**config.mk**
```make
export PLATFORM = sky130hd
export DESIGN_NAME = vector_u_loader
export DESIGN_NICKNAME = d
export VERILOG_FILES = /design/src/rtl/vector_u_loader.sv
export SDC_FILE = /design/constraint.sdc
export NUM_CORES = 1
export LEC_CHECK = 0
export BUFFER_PORTS_ARGS = -buffer_cell sky130_fd_sc_hd__buf_2
export CAP_MARGIN = 20
export CORE_ASPECT_RATIO = 1.2
export CORE_MARGIN = 10
export CORE_UTILIZATION = 50
export DETAILED_ROUTE_END_ITERATION = 6
export PLACE_DENSITY = 0.74
export SLEW_MARGIN = 10
export SYNTH_ARGS = -nofsm -noshare
export SYNTH_HDL_FRONTEND = slang
export SYNTH_SLANG_ARGS = --single-unit
```
**constraint.sdc**
```tcl
create_clock -name clk -period 2.1 [get_ports clk]
set_input_delay 0.105 -clock clk [delete_from_list [all_inputs] [get_ports clk]]
set_output_delay 0.105 -clock clk [all_outputs]
set_load 0.05 [all_outputs]
```
**src/rtl/vector_u_loader.sv**
```systemverilog
// vector_u_loader
// ---------------
// Packs a stream of WORD_W-bit words into VEC_W-bit vectors and writes them to
// consecutive addresses of the URAM vector store. When the programmed number
// of vectors has been written, it pulses rd_trigger (the store's en_read)
// together with done.
//
// Ports:
//   clk, rst      rising-edge clock, synchronous active-high reset
//   start         one-cycle job start pulse (honoured only when idle)
//   base_addr     first store address of the job (sampled on accepted start)
//   num_vec       vectors to load, 1..2**ADDR_W; larger values are clamped
//   s_data/s_valid/s_ready   word stream handshake
//   wr_data/wr_addr/wr_en    store write port
//   rd_trigger    one-cycle pulse after the final write
//   busy          job in progress
//   done          one-cycle pulse, coincident with rd_trigger
module vector_u_loader #(
  parameter  int WORD_W = 32,
  parameter  int VEC_W  = 256,
  parameter  int ADDR_W = 6,
  localparam int LANES  = VEC_W / WORD_W
) (
  input  logic              clk,
  input  logic              rst,
  input  logic              start,
  input  logic [ADDR_W-1:0] base_addr,
  input  logic [ADDR_W:0]   num_vec,
  input  logic [WORD_W-1:0] s_data,
  input  logic              s_valid,
  output logic              s_ready,
  output logic [VEC_W-1:0]  wr_data,
  output logic [ADDR_W-1:0] wr_addr,
  output logic              wr_en,
  output logic              rd_trigger,
  output logic              busy,
  output logic              done
);

  localparam int LANE_W = (LANES > 1) ? $clog2(LANES) : 1;
  localparam logic [LANE_W-1:0] LAST_LANE = LANE_W'(LANES - 1);
  // Store depth, i.e. the largest meaningful vector count.
  localparam logic [ADDR_W:0] MAX_VEC = {1'b1, {ADDR_W{1'b0}}};

  typedef enum logic [1:0] {IDLE, PACK, WRITE, FIN} state_t;

  state_t             state_reg, state_next;
  logic [LANE_W-1:0]  lane_reg;
  logic [ADDR_W-1:0]  addr_reg;
  logic [ADDR_W:0]    vec_cnt_reg;
  logic [ADDR_W:0]    num_reg;
  logic [VEC_W-1:0]   pack_reg;
  logic [VEC_W-1:0]   wr_data_reg;
  logic [ADDR_W-1:0]  wr_addr_reg;
  logic [VEC_W-1:0]   pack_merged;
  logic [ADDR_W:0]    vec_cnt_inc;
  logic               start_ok;
  logic               word_acc;

  assign start_ok    = start && (num_vec != '0);
  assign word_acc    = (state_reg == PACK) && s_valid;
  assign vec_cnt_inc = vec_cnt_reg + 1'b1;

  // Pack register with the current lane replaced by the incoming word. On the
  // last lane this is the complete vector, so it can be captured straight into
  // the write-data register and presented during the WRITE cycle.
  generate
    for (genvar gi = 0; gi < LANES; gi++) begin : g_lane
      assign pack_merged[gi*WORD_W +: WORD_W] =
        (lane_reg == LANE_W'(gi)) ? s_data : pack_reg[gi*WORD_W +: WORD_W];
    end
  endgenerate

  always_ff @(posedge clk) begin
    if (rst) state_reg <= IDLE;
    else     state_reg <= state_next;
  end

  always_comb begin
    state_next = state_reg;
    s_ready    = 1'b0;
    wr_en      = 1'b0;
    rd_trigger = 1'b0;
    done       = 1'b0;
    busy       = 1'b1;
    case (state_reg)
      IDLE: begin
        busy = 1'b0;
        if (start_ok) state_next = PACK;
      end
      PACK: begin
        s_ready = 1'b1;
        if (s_valid && lane_reg == LAST_LANE) state_next = WRITE;
      end
      WRITE: begin
        wr_en      = 1'b1;
        state_next = (vec_cnt_inc == num_reg) ? FIN : PACK;
      end
      FIN: begin
        rd_trigger = 1'b1;
        done       = 1'b1;
        state_next = IDLE;
      end
      default: state_next = IDLE;
    endcase
  end

  always_ff @(posedge clk) begin
    if (rst) begin
      lane_reg    <= '0;
      addr_reg    <= '0;
      vec_cnt_reg <= '0;
      num_reg     <= '0;
      pack_reg    <= '0;
      wr_data_reg <= '0;
      wr_addr_reg <= '0;
    end else begin
      case (state_reg)
        IDLE: begin
          if (start_ok) begin
            addr_reg    <= base_addr;
            num_reg     <= (num_vec > MAX_VEC) ? MAX_VEC : num_vec;
            vec_cnt_reg <= '0;
            lane_reg    <= '0;
          end
        end
        PACK: begin
          if (word_acc) begin
            pack_reg <= pack_merged;
            if (lane_reg == LAST_LANE) begin
              lane_reg    <= '0;
              wr_data_reg <= pack_merged;
              wr_addr_reg <= addr_reg;
            end else begin
              lane_reg <= lane_reg + 1'b1;
            end
          end
        end
        WRITE: begin
          // Address wraps naturally at the top of the store.
          addr_reg    <= addr_reg + 1'b1;
          vec_cnt_reg <= vec_cnt_inc;
          lane_reg    <= '0;
        end
        default: ;
      endcase
    end
  end

  assign wr_data = wr_data_reg;
  assign wr_addr = wr_addr_reg;

endmodule

```
==> run metrics <==
CTS H-tree lvls=2; Routed WL=67.9 mm; Required @ worst endpoint=2560 ps; Pre-antenna DRT Iters=5; Hold Startpoint=s_data[6]; Syn Inst Count=2477; Ys Warns=0; count leader, synth=nand2_1; initial antenna violation count=0; proportion of synthesized chip area in sequential cells=49.3%; Design Power=20400 uW; Post-Syn Area=0.0208 mm^2; maxcap violations=0; register-to-register setup slack=130 ps; Reg2Reg Depth=9; Hold Crit Class=input pin to flip-flop; RePlAce Congestion=0.880; CP cell instances=dlygate4sd3_1, buf_2, nor4_2, a21boi_1, buf_4, and2_4, a222oi_1, nor2_1, dlygate4sd3_1; Clock Root Buffer=clkbuf_16; IO buf count=315; max-slew violation count=0; worst hold slack=36.5 ps; run status=finished clean; width of the chip=206 um; Sink Count=511; global-route wire length before repair=103 mm; critical path launch point type=input pin; ys async rst share=0%; per-cell routed wire length=20.6 um; Final setup viols=0; Initial Utilization=50.7%; core area=0.0409 mm^2; CP peak stage delay=590 ps; min Tclk post-route=2030 ps; GRT Resource Usage Total=26.0%; area of the die=0.0501 mm^2; Distinct cells, synth=43; grt ovf=0; area delta synth->final=21.6%; FMAX=0.493 GHz; clk slew on worst S/H paths=60 ps; post-synthesis register bit count=511; vias in the first global route=18186; dpl hpwl=43.2 mm; TritonCTS Buffers=50; Data arrival, critical path=2490 ps; Routed Antenna Nets=0; EDFF count, synth=0; syn_area_per_cell=8.38 um^2; Post-Syn Nets=2534; post-synth top area cell=dfxtp_1; Iter 0 DRT Violations=1407; Final Hold Viols=0; post-DR vias/cell=5.72; Worst Skew=19.5 ps; Die Y=243 um; DRC Markers=0; Clk Latency, worst-skew pair=600 ps; critical path peak fanout=10; Crit Reg-Reg Startpoint=state_reg[0]; share of cells above drive strength 1=20.1%; top-area cell type share of the netlist area=49.3%; Hold Path Stages=3; pwr dens=808 mW/mm^2; Ports=316; CTS max path bufs=3; synth top area cells=dfxtp_1 49%, nand2_1 12%, a21oi_1 6.8%; peak supply drop=0.000777 V; max_slew headroom=58.9%; row cnt=81; top cells by count, synth=645 x nand2_1, 511 x dfxtp_1, 281 x a21oi_1; pin count of the biggest net entering global routing=80; CTS tree=yes; Via Count=18854; post-placement cell area=0.0229 mm^2; measured slew at the worst slew-check pin=616 ps; Crit. End Element=flip-flop; slowest CP cell=dlygate4sd3_1; Leakage=0.00900 uW; r2r endpoint=addr_reg[5]; ys flop type=dfxtp_1; final instance area=0.0253 mm^2; crit-path most repeated cell=dlygate4sd3_1; max reg flops=256; WS Path Type=input pin to flip-flop; fin crit share=96.5%; Hold Path Sink=pack_reg[198]; antenna cells=0; NumNets Final=2779
## cell families (layout without fill, tap and decap cells)
group                      Yosys count  count (layout)  share of synthesized area (%)
adders and majority gates            8               8                          0.482
xor gates and xnor gates             9               9                          0.380
buffers and inverters              259             542                           5.87
DFF                                511             511                           49.3
and+or+nand+nor                   1033            1033                           19.8
AOI/OAI and AO/OA                  529             529                           18.0
muxes                              128             128                           6.17
## placed cells by master, fill, tap and decap left out, drive strengths merged, types with 2 or more instances in the layout
| cell type | netlist | routed |
|---|---|---|
| ha | 8 | 8 |
| buf | 113 | 390 |
| clkbuf | 140 | 73 |
| xor2 | 2 | 2 |
| dfxtp | 511 | 511 |
| a311oi | 98 | 98 |
| nor3 | 6 | 6 |
| nor2 | 247 | 247 |
| inv | 6 | 9 |
| mux2i | 128 | 128 |
| clkinv | 0 | 8 |
| and2 | 4 | 4 |
| nand3b | 7 | 7 |
| a21oi | 281 | 281 |
| a211oi | 129 | 129 |
| dlygate4sd3 | 0 | 55 |
| nand2 | 645 | 645 |
| a221oi | 2 | 2 |
| nand2b | 2 | 2 |
| bufinv | 0 | 6 |
| nand3 | 105 | 105 |
| and3 | 7 | 7 |
| a31oi | 3 | 3 |
| o21ai | 6 | 6 |
| nor2b | 5 | 5 |
| xnor2 | 7 | 7 |
## stage by stage
stage          util (%)  setup WS [ps]  instances  TNS, ps
5_1_grt            61.7          -54.1       3299    -54.1
2_1_floorplan         -           10.9       2477        0
6_report           61.7           73.0       3299        0
3_5_place_dp       55.9            156       3153        0
4_1_cts            61.5           36.1       3298        0
3_3_place_gp       55.9            226       3153        0
## what timing repair did
item	CTS	global route
hold endpoints to repair	222	0
gates resized for setup	0	9
buffers inserted	0	0
setup endpoints to repair	0	10
hold buffers	55	0
## area by class of cell
type / instances / area [um^2]
Sequential cell: 511 / 10200
Tap cell: 539 / 674
Timing Repair Buffer: 446 / 3180
Inverter: 6 / 22.5
Clock inverter: 18 / 268
Multi-Input combinational cell: 1707 / 9390
Clock buffer: 72 / 1480
Fill cell: 3457 / 15700
## worst max path at each step
stage | depth (start not counted) | from | to | slack, ps
after floorplan | 9 | lane_reg[2] | wr_data[118] | 10
after global placement | 7 | vec_cnt_reg[0] | state_reg[1] | 230
after detailed placement | 7 | lane_reg[0] | wr_data[89] | 160
after CTS | 9 | num_vec[6] | addr_reg[1] | 40
after global routing | 9 | num_vec[6] | addr_reg[1] | -50
final | 9 | num_vec[6] | addr_reg[1] | 70
## per-layer routing
layer / wire [um] / GRT usage (%) / up-vias
li1: - / - / 8915
met1: 27000 / 32.0 / 8985
met2: 32100 / 42.9 / 823
met3: 6360 / 6.12 / 131
met4: 2380 / 9.71 / 0
met5: 0 / 0 / -
## critical path: cells and delay by family
kind | cells | cell delay [ps]
buffers and inverters | 4 | 1490
and+or+nand+nor | 3 | 500
AOI/OAI and AO/OA | 2 | 400
## power by group
group / total, uW / internal [uW] / leakage (uW) / switching (uW)
combinational: 1100 / 336 / 0.00401 / 766
clock: 9520 / 5650 / 0.000867 / 3860
sequential: 9790 / 9750 / 0.00412 / 41.1
total: 20400 / 15700 / 0.00900 / 4670
(Power assumes the default switching activity.)
